[src/rtl/router_vc_buffer_pkg.sv]
// Shared types and constants for the router virtual-channel input buffer.
// Framing state encoding and error-cause bit positions.
package router_vc_buffer_pkg;

   typedef enum logic {
      FRAME_IDLE      = 1'b0,
      FRAME_IN_PACKET = 1'b1
   } frame_state_t;

   localparam int ERR_W             = 3;
   localparam int ERR_IDX_OVERFLOW  = 0;
   localparam int ERR_IDX_UNDERFLOW = 1;
   localparam int ERR_IDX_FRAMING   = 2;

endpackage

[src/rtl/router_vc_buffer_vc_fifo.sv]
// One virtual channel: circular flit store, pointers, occupancy and packet framing FSM.
//
// state           | meaning
// FRAME_IDLE      | between packets, next accepted flit should be a head
// FRAME_IN_PACKET | head seen without tail, body/tail flits expected
module vc_fifo
   import router_vc_buffer_pkg::*;
#(
   parameter int buffer_depth    = 8,
   parameter int flit_data_width = 32
) (
   input  logic                       clk,
   input  logic                       reset,
   input  logic                       wr_req,
   input  logic                       wr_head,
   input  logic                       wr_tail,
   input  logic [flit_data_width-1:0] wr_data,
   input  logic                       pop_req,
   output logic [flit_data_width-1:0] rd_data,
   output logic                       rd_head,
   output logic                       rd_tail,
   output logic                       nonempty,
   output logic                       pop_ok,
   output logic                       overflow,
   output logic                       underflow,
   output logic                       framing_err
);
   localparam int ptr_w = $clog2(buffer_depth);
   localparam int occ_w = ptr_w + 1;
   localparam logic [occ_w-1:0] occ_full = occ_w'(buffer_depth);

   logic [flit_data_width+1:0] mem [buffer_depth];
   logic [ptr_w-1:0]           wr_ptr;
   logic [ptr_w-1:0]           rd_ptr;
   logic [occ_w-1:0]           occ;
   frame_state_t               state;
   frame_state_t               state_nxt;
   logic                       full;
   logic                       empty;
   logic                       wr_ok;

   assign full      = (occ == occ_full);
   assign empty     = (occ == '0);
   assign pop_ok    = pop_req && !empty;
   // a pop of the same full VC frees the slot this write lands in
   assign wr_ok     = wr_req && (!full || pop_ok);
   assign overflow  = wr_req && !wr_ok;
   assign underflow = pop_req && empty;
   assign nonempty  = !empty;
   assign {rd_head, rd_tail, rd_data} = mem[rd_ptr];

   always_ff @(posedge clk) begin
      if (reset) begin
         wr_ptr <= '0;
         rd_ptr <= '0;
         occ    <= '0;
      end else begin
         if (wr_ok)
            wr_ptr <= wr_ptr + ptr_w'(1);
         if (pop_ok)
            rd_ptr <= rd_ptr + ptr_w'(1);
         if (wr_ok && !pop_ok)
            occ <= occ + occ_w'(1);
         else if (pop_ok && !wr_ok)
            occ <= occ - occ_w'(1);
      end
   end

   always_ff @(posedge clk) begin
      if (wr_ok && !reset)
         mem[wr_ptr] <= {wr_head, wr_tail, wr_data};
   end

   always_ff @(posedge clk) begin
      if (reset)
         state <= FRAME_IDLE;
      else
         state <= state_nxt;
   end

   // a head always restarts framing as if idle, even mid-packet
   always_comb begin
      state_nxt = state;
      if (wr_ok) begin
         if (wr_head)
            state_nxt = wr_tail ? FRAME_IDLE : FRAME_IN_PACKET;
         else if ((state == FRAME_IN_PACKET) && wr_tail)
            state_nxt = FRAME_IDLE;
      end
   end

   always_comb begin
      framing_err = 1'b0;
      if (wr_ok) begin
         case (state)
            FRAME_IDLE:      framing_err = !wr_head;
            FRAME_IN_PACKET: framing_err = wr_head;
            default:         framing_err = 1'b0;
         endcase
      end
   end

endmodule

[src/rtl/router_vc_buffer.sv]
// Router input port buffer: per-VC flit FIFOs, read mux, credit return and error flag.
// Define ROUTER_VC_BUFFER_ERROR_CAPTURE_EN to make error_out sticky until reset.
module router_vc_buffer
   import router_vc_buffer_pkg::*;
#(
   parameter int num_vcs         = 4,
   parameter int buffer_depth    = 8,
   parameter int flit_data_width = 32
) (
   input  logic                       clk,
   input  logic                       reset,
   input  logic                       flit_valid_in,
   input  logic                       flit_head_in,
   input  logic                       flit_tail_in,
   input  logic [$clog2(num_vcs)-1:0] flit_vc_in,
   input  logic [flit_data_width-1:0] flit_data_in,
   input  logic                       pop_in,
   input  logic [$clog2(num_vcs)-1:0] pop_vc_in,
   output logic [flit_data_width-1:0] rd_data_out,
   output logic                       rd_head_out,
   output logic                       rd_tail_out,
   output logic [num_vcs-1:0]         vc_nonempty_out,
   output logic                       credit_valid_out,
   output logic [$clog2(num_vcs)-1:0] credit_vc_out,
   output logic                       error_out
);
   localparam int vcw = $clog2(num_vcs);

   logic [flit_data_width-1:0] vc_rd_data [num_vcs];
   logic [num_vcs-1:0]         vc_rd_head;
   logic [num_vcs-1:0]         vc_rd_tail;
   logic [num_vcs-1:0]         vc_pop_ok;
   logic [num_vcs-1:0]         vc_overflow;
   logic [num_vcs-1:0]         vc_underflow;
   logic [num_vcs-1:0]         vc_framing;
   logic [ERR_W-1:0]           err_cause;

   for (genvar v = 0; v < num_vcs; v++) begin : g_vc
      logic sel_wr;
      logic sel_pop;

      assign sel_wr  = flit_valid_in && (flit_vc_in == vcw'(v));
      assign sel_pop = pop_in && (pop_vc_in == vcw'(v));

      vc_fifo #(
         .buffer_depth    (buffer_depth),
         .flit_data_width (flit_data_width)
      ) u_vc_fifo (
         .clk         (clk),
         .reset       (reset),
         .wr_req      (sel_wr),
         .wr_head     (flit_head_in),
         .wr_tail     (flit_tail_in),
         .wr_data     (flit_data_in),
         .pop_req     (sel_pop),
         .rd_data     (vc_rd_data[v]),
         .rd_head     (vc_rd_head[v]),
         .rd_tail     (vc_rd_tail[v]),
         .nonempty    (vc_nonempty_out[v]),
         .pop_ok      (vc_pop_ok[v]),
         .overflow    (vc_overflow[v]),
         .underflow   (vc_underflow[v]),
         .framing_err (vc_framing[v])
      );
   end

   always_comb begin
      rd_data_out = '0;
      rd_head_out = 1'b0;
      rd_tail_out = 1'b0;
      for (int v = 0; v < num_vcs; v++) begin
         if (pop_vc_in == vcw'(v)) begin
            rd_data_out = vc_rd_data[v];
            rd_head_out = vc_rd_head[v];
            rd_tail_out = vc_rd_tail[v];
         end
      end
   end

   always_comb begin
      err_cause                    = '0;
      err_cause[ERR_IDX_OVERFLOW]  = |vc_overflow;
      err_cause[ERR_IDX_UNDERFLOW] = |vc_underflow;
      err_cause[ERR_IDX_FRAMING]   = |vc_framing;
   end

   always_ff @(posedge clk) begin
      if (reset) begin
         credit_valid_out <= 1'b0;
         credit_vc_out    <= '0;
         error_out        <= 1'b0;
      end else begin
         credit_valid_out <= |vc_pop_ok;
         credit_vc_out    <= pop_vc_in;
`ifdef ROUTER_VC_BUFFER_ERROR_CAPTURE_EN
         error_out        <= error_out | (|err_cause);
`else
         error_out        <= |err_cause;
`endif
      end
   end

endmodule

[config.mk]
export PLATFORM = sky130hd
export DESIGN_NAME = router_vc_buffer
export DESIGN_NICKNAME = d
export VERILOG_FILES = /design/src/rtl/router_vc_buffer_pkg.sv /design/src/rtl/router_vc_buffer_vc_fifo.sv /design/src/rtl/router_vc_buffer.sv
export SDC_FILE = /design/constraint.sdc
export NUM_CORES = 1
export LEC_CHECK = 0
export ABC_AREA = 1
export CAP_MARGIN = 20
export CORE_MARGIN = 3
export CORE_UTILIZATION = 46
export DETAILED_ROUTE_END_ITERATION = 8
export SETUP_SLACK_MARGIN = 0.2
export SLEW_MARGIN = 0
export SYNTH_ARGS = -nofsm -noshare
export SYNTH_HDL_FRONTEND = slang
export SYNTH_SLANG_ARGS = --single-unit
[constraint.sdc]
create_clock -name clk -period 5.06 [get_ports clk]
set_clock_uncertainty 0.15 [all_clocks]
set_input_delay 0.759 -clock clk [delete_from_list [all_inputs] [get_ports clk]]
set_output_delay 0.759 -clock clk [all_outputs]
set_load 0.005 [all_outputs]
After elaboration in Yosys (flattened, before gate mapping) --
Memory sizes are Yosys's and may differ from the RTL's. A register that Yosys moved wholly into a read port is not among the register bits. Index checks and enable logic that the tools add are counted.
Word-level totals: register bits 48, RAM bits 1088, bits of input ports 42, output and inout port bits 42, logic and storage cells 188, memories 4
Operators by class: add/sub/neg operators 16, eq/ne operators 10, muxes and demuxes 53, bitwise operators 4, reduce and logical (&&, ||, !) cells 82
Memories:
- g_vc[0].u_vc_fifo.mem | depth 8, width 34, read ports 1, clocked after memory_dff 1, write ports 1, line router_vc_buffer_vc_fifo.sv:32 | logic [flit_data_width+1:0] mem [buffer_depth];
- g_vc[1].u_vc_fifo.mem | depth 8, width 34, read ports 1, clocked after memory_dff 1, write ports 1, line router_vc_buffer_vc_fifo.sv:32
- g_vc[2].u_vc_fifo.mem | depth 8, width 34, read ports 1, clocked after memory_dff 1, write ports 1, line router_vc_buffer_vc_fifo.sv:32
- g_vc[3].u_vc_fifo.mem | depth 8, width 34, read ports 1, clocked after memory_dff 1, write ports 1, line router_vc_buffer_vc_fifo.sv:32
Operators with widths (number):
- 32-bit two-way mux | 4
- 1-bit logical AND | 40
- 4-bit two-way mux | 8
- 1-bit two-way mux | 29
- 3-bit by 1-bit adder with 3-bit output (second input constant) | 8
- 3-bit two-way mux | 8
- 1-bit zero test | 18
- 4-bit by 1-bit adder with 4-bit output (second input constant) | 4
- 4-bit equality test (second input constant) | 4
- 4-bit zero test | 4
- 2-bit nonzero test | 8
- 4-bit by 1-bit subtractor with 4-bit output (second input constant) | 4
- 12-bit OR reduction | 1
- 2-bit equality test (second input constant) | 4
- 1-bit one-hot mux with 2 select lines | 4
- 2-bit AND reduction | 4
- 2-bit by 1-bit equality test with 1-bit output (second input constant) | 2
- 2-bit zero test | 2
- 1-bit logical OR | 4
- 1-bit inverter | 4
- 4-bit OR reduction | 1

Logic depth before layout (Yosys ltp) --
depth in word-level cells 9, depth in mapped cells 15, depth with buffers taken out 15

Cells and area by module --
A second synthesis with hierarchy kept.
Unflattened totals: cells, all modules 3715, area total of the unflattened synthesis 45985.4 um^2
Modules (own cells, without submodules):
- vc_fifo at g_vc[2].u_vc_fifo ... | instances 2, cells each 873, area an instance 11215.8 um^2, seq. area each 8448.1 um^2
- vc_fifo at g_vc[0].u_vc_fifo | instances 1, cells each 873, area an instance 11213.3 um^2, seq. area each 8448.1 um^2
- vc_fifo at g_vc[1].u_vc_fifo | instances 1, cells each 873, area an instance 11212.0 um^2, seq. area each 8448.1 um^2
- router_vc_buffer | instances 1, cells each 223, area an instance 1128.6 um^2, seq. area each 80.1 um^2

Worst setup path after synthesis --
No wires, ideal clock.
path type input to register, from input port pop_in, to memory g_vc[2].u_vc_fifo.mem[6][0] (netlist bit) (enable), setup time 468 ps, arrival time 3816 ps, required time 4442 ps, slack 627 ps, stages 6, path buffers 1, path through buf_4 -> nand3_1 -> nand3_1 -> nand2_1 -> or2_4 -> nor3_1
On the way: word-level cells in the longest chain between the ends 7
Ends and longest elaborated chain:
- from (decl) | line router_vc_buffer.sv:17 | input logic pop_in,
- 1-bit logical AND | line router_vc_buffer.sv:43 | assign sel_pop = pop_in && (pop_vc_in == vcw'(v));
- 1-bit logical AND | line router_vc_buffer_vc_fifo.sv:44 | assign pop_ok = pop_req && !empty;
- 1-bit logical OR | line router_vc_buffer_vc_fifo.sv:46 | assign wr_ok = wr_req && (!full || pop_ok);
- 1-bit logical AND | line router_vc_buffer_vc_fifo.sv:46
- 1-bit logical AND | line router_vc_buffer_vc_fifo.sv:70 | if (wr_ok && !reset)
- 1-bit two-way mux | line router_vc_buffer_vc_fifo.sv:70
- 1-bit two-way mux (implied by the code) | line router_vc_buffer_vc_fifo.sv:71 | mem[wr_ptr] <= {wr_head, wr_tail, wr_data};
- to (decl) | line router_vc_buffer_vc_fifo.sv:32
No other way between the ends.

==> results_dict.tcl <==
set metrics [dict create \
    outcome "complete, no violations" \
    dr.pass1.iters 5 \
    hold_class "reg -> reg" \
    synthFlopType "edfxtp_1" \
    hpwlAfterDp_mm 74.92 \
    synth_commonest_cells "edfxtp_1, nand2_1, nor2_1" \
    cts_tree "yes" \
    fin_nets 4190 \
    drv_cap 0 \
    max_clock_freq_mhz 232.8 \
    period_share_pct 84.89 \
    wl_mm 132.9 \
    io_pins 84 \
    synth_area_leaders "edfxtp_1, nand2_1, nand3_1, nor2_1, o21ai_0" \
    area_growth_pct 15.16 \
    path_clk_slew_ps 60 \
    worstPathMaxFanout 73 \
    syn_area_per_cell_um2 11.56 \
    synth.distinct_cells 31 \
    max-slew-margin-rel_pct 25.66 \
    synth_top_area_share_pct 70.11 \
    hold_ws_ps 314.2 \
    worstSetupStartpointType "flip-flop" \
    hold_viol_final 0 \
    wire_per_inst_um 23.80 \
    drive_gt1_share_pct 8.331 \
    worst_pin_slew_ps 1114 \
    insertion_delay_ps 680 \
    drcViolationCount 0 \
    drt-initial-drc-count 3731 \
    synth_seq_cells 1148 \
    clock-root-buffer "clkbuf_16" \
    initial_core_util_pct 46.46 \
    rows 116 \
    numCtsBuffers 117 \
    port_buffers 83 \
    vias 31020 \
    die_h_um 324.3 \
    async_reset_ff_share_pct 0 \
    htreeDepth 3 \
    netlist_instances 4031 \
    pwr-share-seq_pct 51.1 \
    avgViaCountPerCell 5.557 \
    clock_power_share_pct 42.3 \
    synth_edf_count 1088 \
    yosys_warnings 0 \
    coreArea_um2 100300 \
    ir_worst_vdd_uv 270.2 \
    dieArea_um2 105200 \
    cts_hold_buffers 0 \
    cts_sinks 1148 \
    power_density_nw_per_um2 382.5 \
    end_kind "output pin" \
    rsz0062_at_grt "no" \
    ff2ff_setup_slack_ps 2350 \
    cts_resized 0 \
    ant_nets 0 \
    critPathArrivalTime_ps 3390 \
    p_sw_share_pct 22.19 \
    synth_area_um2 46600 \
    crit_type "reg -> out" \
    p_leak_nw 18.98 \
    finish.instance_area_um2 53660 \
    grt_overflow_total 0 \
    antenna_found_initial 3 \
    tns_ps 0 \
    grt_use_total_pct 25.27 \
    synth_most_common_cell "edfxtp_1" \
    place.gp.congestion 0.8467 \
    die_x_um 324.3 \
    place_area_um2 49310 \
    grt_pass1_wl_mm 194.6 \
    final-max-slew-violation-count 0 \
    p_comb_share_pct 6.6 \
    layout_min_cycle_time_ps 4296 \
    fill_cells 8405 \
    grt_max_degree 144 \
    netlist.top_cell.by_area "edfxtp_1" \
    utilization_pct 53.51 \
    cp.required_ps 4150 \
    power.internal_w 0.01597 \
    first_global_vias 29100 \
    ctsLongestPathBuffers 3 \
    setup_violations 0 \
    syn_nets 4097 \
    switching_power_w 0.004554 \
    post_cts_buffers 0 \
    ys_seq_area_share_pct 72.69 \
]
-- critical path: stages (launching register included) --
cell and delay [ps]:
dfxtp_4 360, inv_4 620, buf_4 380, nand2_1 80, nand3_1 70, nand3_1 100, nand2_1 210, nand2_1 90
nand4_1 130, clkdlybuf4s50_1 550
-- registers in the layout, summed over array words and instances, names as in the netlist, named ones only --
signal	count
credit_valid_out	1
g_vc.u_vc_fifo.rd_ptr	12
g_vc.u_vc_fifo.mem	1088
g_vc.u_vc_fifo.occ	16
g_vc.u_vc_fifo.wr_ptr	12
error_out	1
g_vc.u_vc_fifo.state	4
credit_vc_out	2
-- cell type report --
class                           instances  area (µm²)  share of cell area, %
Clock buffer                          151        3148                  5.866
Tap cell                             1357        1698                  3.164
Inverter                              163       620.6                  1.156
Clock inverter                         69       696.9                  1.299
Timing Repair Buffer                  201        2340                  4.360
Sequential cell                      1148       33910                  63.18
Antenna cell                            1       2.502               0.004663
Multi-Input combinational cell       2493       11250                  20.97
-- final timing paths --
kind,start,to,cells after the start
setup / recovery,flip-flop,rd_data_out[28],9
hold / removal,g_vc[3].u_vc_fifo.rd_ptr[1],flip-flop,2
setup reg to reg,g_vc[3].u_vc_fifo.occ[1],g_vc[3].u_vc_fifo.mem[1][1],7
hold reg to reg,g_vc[3].u_vc_fifo.rd_ptr[1],flip-flop,2
-- power groups by stage --
stage	sequential, W	combinational [W]	clock [W]
global route	0.0105	0.00148	0.00916
finish	0.0105	0.00136	0.00867
floorplan	0.0107	0.000710	0
detailed placement	0.0107	0.00130	0
CTS	0.0105	0.00131	0.00879
global placement	0.0107	0.00129	0
-- through the flow --
| stage | setup WS, ps | cells | power (W) |
|---|---|---|---|
| floorplan | 626.7 | 4031 | 0.01139 |
| global placement | 914.7 | 5341 | 0.01199 |
| detailed placement | 826.6 | 5342 | 0.01200 |
| CTS | 738.3 | 5562 | 0.02060 |
| global route | 589.4 | 5583 | 0.02115 |
| finish | 764.5 | 5583 | 0.02053 |
-- cells in the final DEF (no fill, tap or decap), types with 31 or more instances in the layout --
cell type / n
clkbuf_16: 128
nor2_1: 650
inv_1: 145
dfxtp_1: 48
nand3_1: 529
a21oi_1: 48
buf_4: 76
clkdlybuf4s50_1: 83
edfxtp_1: 1088
o21ai_0: 346
nand2_1: 786
clkinv_1: 31
-- layer usage --
layer  vias to the layer above  wire length, µm  global-route usage (%)
met5                         -                0                       0
met4                         0             3618                   7.461
met3                       228            10830                   4.293
met2                      1227            60590                   39.29
met1                     15380            57830                   36.79
li1                      14180                -                       -
-- cells by family after synthesis --
family / share of synthesized area, %
compound gates: 4.476
buf+inv: 3.649
xor+xnor: 0.2631
fa+ha+maj: 0.7089
simple gates: 18.21
flops: 72.69
Note: power is estimated with default switching activity, not from simulation.
